--- src/rtl/mul_int_pkg.sv ---
// Shared types and constants for the iterative mul_int datapath.
// Holds the controller state encoding and pass-count arithmetic.
package mul_int_pkg;

  typedef enum logic [2:0] {
    IDLE,
    ISSUE,
    WAIT,
    FINAL,
    DONE
  } state_e;

  localparam int TREE_ROWS        = 13;
  localparam int PP_ROWS_PER_PASS = 11;

  function automatic int num_passes(input int op_width);
    return (op_width + PP_ROWS_PER_PASS - 1) / PP_ROWS_PER_PASS;
  endfunction

endpackage

--- src/rtl/mul_int_pp_rowgen.sv ---
// Partial-product row generator: the 11 shifted-multiplicand rows of one pass.
// Rows whose multiplier bit lies beyond OP_WIDTH are forced to zero.
module mul_int_pp_rowgen
  import mul_int_pkg::*;
#(
  parameter int OP_WIDTH   = 32,
  parameter int DATA_WIDTH = 64,
  parameter int PASS_W     = 2
) (
  input  logic [OP_WIDTH-1:0]                             a,
  input  logic [OP_WIDTH-1:0]                             b,
  input  logic [PASS_W-1:0]                               pass_cnt,
  output logic [PP_ROWS_PER_PASS-1:0][DATA_WIDTH-1:0]     rows
);

  localparam int IDX_W = (OP_WIDTH > 1) ? $clog2(OP_WIDTH) : 1;

  logic [DATA_WIDTH-1:0] a_ext;
  assign a_ext = DATA_WIDTH'(a);

  always_comb begin
    int idx;
    idx  = 0;
    rows = '0;
    for (int r = 0; r < PP_ROWS_PER_PASS; r++) begin
      idx = PP_ROWS_PER_PASS * int'(pass_cnt) + r;
      if (idx < OP_WIDTH) begin
        if (b[idx[IDX_W-1:0]]) rows[r] = a_ext << idx;
      end
    end
  end

endmodule

--- src/rtl/mul_int_iter_ctrl.sv ---
// Iterative multiply sequencer: drives the 13-row compressor pass by pass,
// folds the carry-save pair back in, and resolves it into the final product.
module mul_int_iter_ctrl
  import mul_int_pkg::*;
#(
  parameter int OP_WIDTH   = 32,
  parameter int DATA_WIDTH = 64,
  parameter int TREE_LAT   = 1
) (
  input  logic                           clock,
  input  logic                           reset,
  input  logic                           in_valid,
  output logic                           in_ready,
  input  logic [OP_WIDTH-1:0]            in_a,
  input  logic [OP_WIDTH-1:0]            in_b,
  output logic                           out_valid,
  input  logic                           out_ready,
  output logic [DATA_WIDTH-1:0]          out_product,
  output logic                           busy,
  output logic [TREE_ROWS*DATA_WIDTH-1:0] tree_src,
  output logic [9:0]                     tree_cin,
  input  logic [DATA_WIDTH-1:0]          tree_sout,
  input  logic [DATA_WIDTH-1:0]          tree_cout
);

  localparam int NUM_PASSES = num_passes(OP_WIDTH);
  localparam int PASS_W     = (NUM_PASSES > 1) ? $clog2(NUM_PASSES) : 1;
  localparam int WAIT_W     = (TREE_LAT > 1) ? $clog2(TREE_LAT) : 1;
  localparam logic [PASS_W-1:0] LAST_PASS = PASS_W'(NUM_PASSES - 1);
  localparam logic [WAIT_W-1:0] LAST_WAIT = WAIT_W'(TREE_LAT - 1);

  state_e                state_q, state_d;
  logic [OP_WIDTH-1:0]   a_q, a_d, b_q, b_d;
  logic [PASS_W-1:0]     pass_cnt_q, pass_cnt_d;
  logic [WAIT_W-1:0]     wait_cnt_q, wait_cnt_d;
  logic [DATA_WIDTH-1:0] sum_acc_q, sum_acc_d;
  logic [DATA_WIDTH-1:0] carry_acc_q, carry_acc_d;
  logic [DATA_WIDTH-1:0] product_q, product_d;

  logic [PP_ROWS_PER_PASS-1:0][DATA_WIDTH-1:0] pp_rows;
  logic [TREE_ROWS*DATA_WIDTH-1:0]             pass_rows;

  mul_int_pp_rowgen #(
    .OP_WIDTH  (OP_WIDTH),
    .DATA_WIDTH(DATA_WIDTH),
    .PASS_W    (PASS_W)
  ) u_rowgen (
    .a       (a_q),
    .b       (b_q),
    .pass_cnt(pass_cnt_q),
    .rows    (pp_rows)
  );

  // Packed row array lays row r at bits [r*DATA_WIDTH +: DATA_WIDTH].
  assign pass_rows = {carry_acc_q << 1, sum_acc_q, pp_rows};
  assign tree_src  = (state_q == ISSUE || state_q == WAIT) ? pass_rows : '0;
  assign tree_cin  = '0;

  assign in_ready    = (state_q == IDLE) && !reset;
  assign busy        = (state_q != IDLE);
  assign out_valid   = (state_q == DONE);
  assign out_product = product_q;

  always_comb begin
    state_d     = state_q;
    a_d         = a_q;
    b_d         = b_q;
    pass_cnt_d  = pass_cnt_q;
    wait_cnt_d  = wait_cnt_q;
    sum_acc_d   = sum_acc_q;
    carry_acc_d = carry_acc_q;
    product_d   = product_q;
    unique case (state_q)
      IDLE: begin
        if (in_valid) begin
          a_d         = in_a;
          b_d         = in_b;
          sum_acc_d   = '0;
          carry_acc_d = '0;
          pass_cnt_d  = '0;
          state_d     = ISSUE;
        end
      end
      ISSUE: begin
        wait_cnt_d = '0;
        state_d    = WAIT;
      end
      WAIT: begin
        if (wait_cnt_q == LAST_WAIT) begin
          sum_acc_d   = tree_sout;
          carry_acc_d = tree_cout;
          if (pass_cnt_q == LAST_PASS) begin
            state_d = FINAL;
          end else begin
            pass_cnt_d = pass_cnt_q + 1'b1;
            state_d    = ISSUE;
          end
        end else begin
          wait_cnt_d = wait_cnt_q + 1'b1;
        end
      end
      FINAL: begin
        product_d = sum_acc_q + (carry_acc_q << 1);
        state_d   = DONE;
      end
      DONE: begin
        if (out_ready) state_d = IDLE;
      end
      default: state_d = IDLE;
    endcase
  end

  // NOTE: state updates use non-blocking assignment so every flop samples
  // pre-edge values; the synchronous reset clears datapath registers too.
  always_ff @(posedge clock) begin
    if (reset) begin
      state_q     <= IDLE;
      a_q         <= '0;
      b_q         <= '0;
      pass_cnt_q  <= '0;
      wait_cnt_q  <= '0;
      sum_acc_q   <= '0;
      carry_acc_q <= '0;
      product_q   <= '0;
    end else begin
      state_q     <= state_d;
      a_q         <= a_d;
      b_q         <= b_d;
      pass_cnt_q  <= pass_cnt_d;
      wait_cnt_q  <= wait_cnt_d;
      sum_acc_q   <= sum_acc_d;
      carry_acc_q <= carry_acc_d;
      product_q   <= product_d;
    end
  end

endmodule

--- config.mk ---
export PLATFORM = sky130hd
export DESIGN_NAME = mul_int_iter_ctrl
export DESIGN_NICKNAME = d
export VERILOG_FILES = /design/src/rtl/mul_int_pkg.sv /design/src/rtl/mul_int_pp_rowgen.sv /design/src/rtl/mul_int_iter_ctrl.sv
export SDC_FILE = /design/constraint.sdc
export NUM_CORES = 1
export LEC_CHECK = 0
export BUFFER_PORTS_ARGS = -buffer_cell sky130_fd_sc_hd__clkbuf_2
export CAP_MARGIN = 20
export CORE_AREA = 2 2 424 426
export CTS_CLUSTER_DIAMETER = 200
export DETAILED_ROUTE_END_ITERATION = 6
export DIE_AREA = 0 0 426 428
export PLACE_DENSITY = 0.41
export SLEW_MARGIN = 20
export SYNTH_ARGS = -nofsm -noshare
export SYNTH_HDL_FRONTEND = slang
export SYNTH_SLANG_ARGS = --single-unit
--- constraint.sdc ---
create_clock -name clock -period 6.4 [get_ports clock]
set_clock_uncertainty 0.15 [all_clocks]
set_input_delay 1.28 -clock clock [delete_from_list [all_inputs] [get_ports clock]]
set_output_delay 1.28 -clock clock [all_outputs]
set_load 0.1 [all_outputs]
==> Word level (Yosys, flattened, before mapping) <==
Index checks and enable logic that the tools add are counted.
{ "totals": {"reg_bits": 261, "input_bits": 196, "wordCells": 136} }
{ "op_classes": {"n_addsub": 13, "multipliers": 1, "n_lt_le_gt_ge": 22, "n_eq_ne": 9, "shifts": 11, "muxes": 61, "n_reduce_logical": 11} }
{ "ops": {"columns": ["cell", "count"], "rows": [
  ["two-way mux 64 bit", 24],
  ["two-way mux 832 bit", 1],
  ["left shift 32 x 32 -> 64 bit", 10],
  ["< comparator 32 x 7 -> 1 bit, second input constant", 10],
  ["adder 32 x 4 -> 32 bit, second input constant", 4],
  ["case mux 64 bit (2 select lines)", 1],
  ["case mux 63 bit (2 select lines)", 1],
  ["adder 32 x 5 -> 32 bit, second input constant", 3],
  ["< comparator 5 x 6 -> 1 bit, second input constant", 11],
  ["adder 32 x 3 -> 32 bit, second input constant", 2],
  ["adder 64 bit", 1],
  ["left shift 32 x 6 -> 64 bit", 1],
  ["two-way mux 63 bit", 1],
  ["binary-select mux 1 bit (select 5 bit)", 11],
  ["adder 32 x 2 -> 32 bit, second input constant", 1],
  ["case mux 3 bit (5 select lines)", 1],
  ["two-way mux 1 bit", 12],
  ["two-way mux 3 bit", 3],
  ["two-way mux 2 bit", 4],
  ["equality test 3 x 2 -> 1 bit, second input constant", 2],
  ["< comparator 6 bit, second input constant", 1],
  ["multiplier 4 x 2 -> 6 bit, first input constant", 1],
  ["inequality test 2 bit, second input constant", 3],
  ["AND reduction 3 bit", 2],
  ["16 further kinds", 17]
]} }

==> Longest topological paths before layout <==
{ "depth": {"ltp_word": 7, "depth_mapped": 23} }

==> Modules after synthesis <==
Synthesis repeated with hierarchy kept, for this count alone.
{ "hier_totals": {"hier_cells": 5546, "area_unflattened_um2": 38667.1} }
{ "modules_own_cells": {"columns": ["module", "instances", "cells_per_inst", "area_each_um2"], "rows": [
  ["mul_int_pp_rowgen", 1, 3112, 20797.4],
  ["mul_int_iter_ctrl", 1, 2434, 17869.6]
]} }

==> Least setup slack after synthesis <==
Ideal clock, no wire load.
{ "synth_path": {"path_type": "register to output", "start": "register pass_cnt_q[0]", "end": "output port tree_src[450]", "t_arrival_ns": 6.331, "required_time_ns": 4.970, "slack_ns": -1.361, "stages_incl_launch_ff": 18, "path_buffers": 12, "path_cell_list": "dfxtp_1 > buf_6 > buf_6 > buf_6 > inv_1 > buf_4 > buf_4 > buf_2 > ha_1 > buf_6 > buf_6 > clkinv_1 > buf_2 > buf_2 > buf_2 > clkbuf_1 > nand3_1 > nor4_1"} }
{ "synth_via": {"elab_chain_cells": 7, "word_cells_on_any_way": 9} }
{ "synth_lines": {"columns": ["element", "line", "source"], "rows": [
  ["from (decl)", "mul_int_iter_ctrl.sv:34", "logic [PASS_W-1:0] pass_cnt_q, pass_cnt_d;"],
  ["from (signal assigned)", "mul_int_iter_ctrl.sv:129", "pass_cnt_q <= pass_cnt_d;"],
  ["multiplier 4 x 2 -> 6 bit *", "mul_int_pp_rowgen.sv:26", "idx = PP_ROWS_PER_PASS * int'(pass_cnt) + r;"],
  ["adder 32 x 4 -> 32 bit *", "mul_int_pp_rowgen.sv:26", null],
  ["branches (longest 3 deep; another with < comparator 32 x 7 -> 1 bit)", null, null],
  ["two-way mux 64 bit *", "mul_int_pp_rowgen.sv:27", "if (idx < OP_WIDTH) begin"],
  ["two-way mux 832 bit *", "mul_int_iter_ctrl.sv:56", "assign tree_src = (state_q == ISSUE || state_q == WAIT) ? pass_rows : '0;"],
  ["to (decl)", "mul_int_iter_ctrl.sv:20", "output logic [TREE_ROWS*DATA_WIDTH-1:0] tree_src,"]
]} }
Every way passes the cells marked *. The select of a mux whose other input is x is not followed.

==> Worst setup path after layout <==
{ "layout_path": {"start": "register pass_cnt_q[1]", "end": "output port tree_src[99]"} }
{ "layout_via": {"elab_chain_cells": 7, "word_cells_on_any_way": 9} }
{ "layout_lines": {"columns": ["element", "line"], "rows": [
  ["multiplier 4 x 2 -> 6 bit *", "mul_int_pp_rowgen.sv:26"],
  ["adder 32 x 2 -> 32 bit *", "mul_int_pp_rowgen.sv:26"],
  ["branches (longest 3 deep; another with < comparator 32 x 7 -> 1 bit)", null],
  ["two-way mux 64 bit *", "mul_int_pp_rowgen.sv:27"],
  ["two-way mux 832 bit *", "mul_int_iter_ctrl.sv:56"]
]} }
Marks and branches as above.

==> impl_results.md <==
- Outcome: complete, no violations
- Number of global-route vias before repair: 42,512
- Initial antenna violation count: 22
- DR vias: around 45,000
- Final net count: approximately 6,300
- First-pass GRT wire length: 378.2 mm
- CP Class: flip-flop to output pin
- DRC viols: 0
- Pwr Density: approximately 120 mW/mm^2
- Ys flop type: dfxtp_1
- Layout cells sized above 1: roughly 30%
- Async SR Flop Fraction: 0%
- Routed wire length: around 280 mm
- Worst setup EP type: output pin
- Die area: around 0.18 sq mm
- Final ANT Viol Nets: 0
- Avg Cell Area, Syn: roughly 6.4 sq um
- TritonCTS clock tree: yes
- Port bufs: approximately 1,100
- Final count of negative-setup-slack endpoints: 0
- Initial Utilization: 18.48%
- R2r setup slk: about 2.5 ns
- Gr ovfl total: 0
- GRT Max-Usage Layer: met2
- Worst setup path start: pass_cnt_q[1]
- CP Data Required Time: between 4 and 5 ns
- Total track usage: 29.34%
- Register bit total from synthesis: 260
- Chip Width: between 400 and 500 um
- Rows: 155
- Yosys warnings: 0
- Leakage: approximately 20 nW
- Tmin final: 6.322 ns
- Post-route cell area: around 0.054 sq mm
- Yosys top cell by area: dfxtp_1
- Clock slew at reported path FFs: approximately 0.07 ns
- Hold depth: 2
- Fmax: 0.1582 GHz
- CTS Buffer Depth: 3
- Worst Path Max Fanout: 25
- DRT iter0 DRCs: approximately 4,500
- Met1 usage: a little over a third
- # hold bufs at CTS: 0
- Routed vias/inst: 5.336
- Crit start category: flip-flop
- Yosys top cell area share: ~16%
- R2R Path Start: carry_acc_q[34]
- Hold EP: out_product[45]
- Critical Path AT: a little under 5 ns
- Max-capacitance violation count: 0
- EDFF count, synth: 0
- WL/cell: around 33 um
- Mapped Cells: 5,162
- Worst Tran Pin Value: between 1 and 1.5 ns
- Min-delay worst type: flip-flop to flip-flop
- Period utilization: 98.79%
- Top post-synthesis cells by area: dfxtp_1, nor2_1, a21oi_1, nand2_1, o21ai_0
- Die H: roughly 430 um
- Worst skew pair latency: 0.61 ns
- Register area share after synthesis: 15.86%
- Htree depth: 1
- Worst IR drop on VDD: 0.0001991 V
- I/O Pins: around 1,100
- Met3 usage: under 10%
- Worst flop-to-flop path endpoint: out_product[60]
- Synthesized area: between 0.03 and 0.04 sq mm
- Core area: approximately 0.18 sq mm
- Relative slew slack: under 10%
- HP Start: out_product[45]
- Detail Placement HPWL: ~230 mm
- RSZ-0062 raised after global routing: true
- CTS root buf: clkbuf_16
- Unique masters post-synth: slightly above 90
- GPL Wtd Cong: ~0.99
- Largest net degree at the start of global routing: around 180
- Final Hold Vio Count: 0
- GRT met2 Usage: 48.48%
- Dpl cell area: 0.05225 sq mm
- Cells on worst reg2reg path: 10
- CTS Buf Count: 29
- Fin worst setup slack: approximately 0.078 ns
- First drt pass iteration count: 6
- Layout area overhead: 63.18%
- Max-slew violation count: 0
- Setup WS pre-CTS: -0.07222 ns
- TritonCTS Sinks: 260
-- per-stage QoR --
| step | cells | hold slack [ns] | utilization [%] | TNS, ns | power [mW] |
|---|---|---|---|---|---|
| after global routing | 8410 | 0.3162 | 30.15 | -0.005104 | 6.500 |
| final | 8413 | 0.3020 | 30.15 | 0 | 6.297 |
| after floorplan | 5189 | 0.2900 | - | -3.327 | 3.235 |
| after global placement | 8345 | 0.2870 | 29.41 | 0 | 4.417 |
| after detailed placement | 8345 | 0.2948 | 29.41 | -0.4586 | 4.413 |
| after CTS | 8399 | 0.3050 | 30.05 | 0 | 6.287 |
-- critical path, cell delays in order, from the launching register on --
cell and delay (ns):
dfxtp_1 0.50, inv_1 0.22, ha_4 0.54, buf_6 0.34, mux2_2 0.29, nor2_1 0.10, a21o_1 0.33, a21o_1 0.33
nor2_1 0.13, a21oi_1 0.06, a21oi_1 0.17, nor2_1 0.07, a211oi_2 0.75, buf_4 0.25, buf_12 0.17
-- synthesized netlist by cell type (all sizes together), types with 51 or more instances --
library cell	instances
nand2	697
mux2i	149
nand3	59
a22oi	215
mux2	80
nor3	87
and2	193
ha	70
o21ai	362
a211oi	101
buf	215
nor2	976
clkbuf	316
dfxtp	260
nor2b	58
mux4	51
a21o	66
a21oi	560
-- layout make-up --
| cell class | instances | area (sq um) |
|---|---|---|
| Inverter | 47 | 185.2 |
| Multi-Input combinational cell | 4351 | 26320 |
| Fill cell | 19390 | 124100 |
| Clock buffer | 34 | 785.8 |
| Tap cell | 2355 | 2947 |
| Antenna cell | 12 | 30.03 |
| Clock inverter | 19 | 226.5 |
| Timing Repair Buffer | 1335 | 17860 |
| Sequential cell | 260 | 5209 |
-- flip-flops by register name (all words and copies together), names as in the netlist --
name	flops
a_q	32
state_q	3
sum_acc_q	64
carry_acc_q	63
b_q	32
out_product	64
pass_cnt_q	2
-- cells in the final DEF (no fill, tap or decap), types with 66 or more instances in the layout --
master,synthesis,layout
a21oi_1,558,518
nor2_1,976,961
buf_12,0,701
nand2_1,695,690
clkbuf_2,2,387
mux2i_1,149,141
a21o_1,66,66
buf_4,46,239
dfxtp_1,260,259
mux2_2,80,80
and2_1,192,190
o21ai_0,358,348
a22oi_1,215,215
-- report_power, final --
group / internal [mW] / switching [mW] / leakage, nW
combinational: 0.726 / 1.99 / 17.3
sequential: 1.67 / 0.0936 / 2.11
clock: 1.02 / 0.807 / 0.489
total: 3.41 / 2.89 / 19.9
-- metal layers --
metal	part of all wire [%]	wire length, um
met1	40	111300
met2	47	131700
met3	7.2	20160
met4	6.5	18360
met5	0.025	69
-- how the worst max path moves through the flow --
stage | endpoint | slack (ns) | depth (start not counted)
finish | tree_src[99] | 0.08 | 14
CTS | tree_src[250] | 0.008 | 13
floorplan | tree_src[416] | -0.91 | 19
detailed placement | tree_src[215] | -0.07 | 12
global placement | tree_src[90] | 0.03 | 13
global route | tree_src[567] | -0.005 | 13
-- cells by family (layout without fill, tap and decap cells) --
logic type                 after synthesis  after routing  synth area share (%)
muxes                                  280            280                 10.79
and+or+nand+nor                       2278           2278                 30.35
DFF                                    260            260                 15.86
buffers and inverters                  578           1435                 7.906
adders and majority gates               71             71                 2.729
xor gates and xnor gates                46             46                 1.227
AOI/OAI and AO/OA                     1648           1648                 31.13
other                                    1             40               0.01143
-- repair_timing --
action / 4_1_cts / 5_1_grt
endpoints found under the setup margin: 95 / 66
gates resized for setup: 23 / 33
setup buffers: 1 / 2
pin swaps: 1 / 0
hold endpoints to repair: 0 / 0
Power figures use the tool's default switching activity.
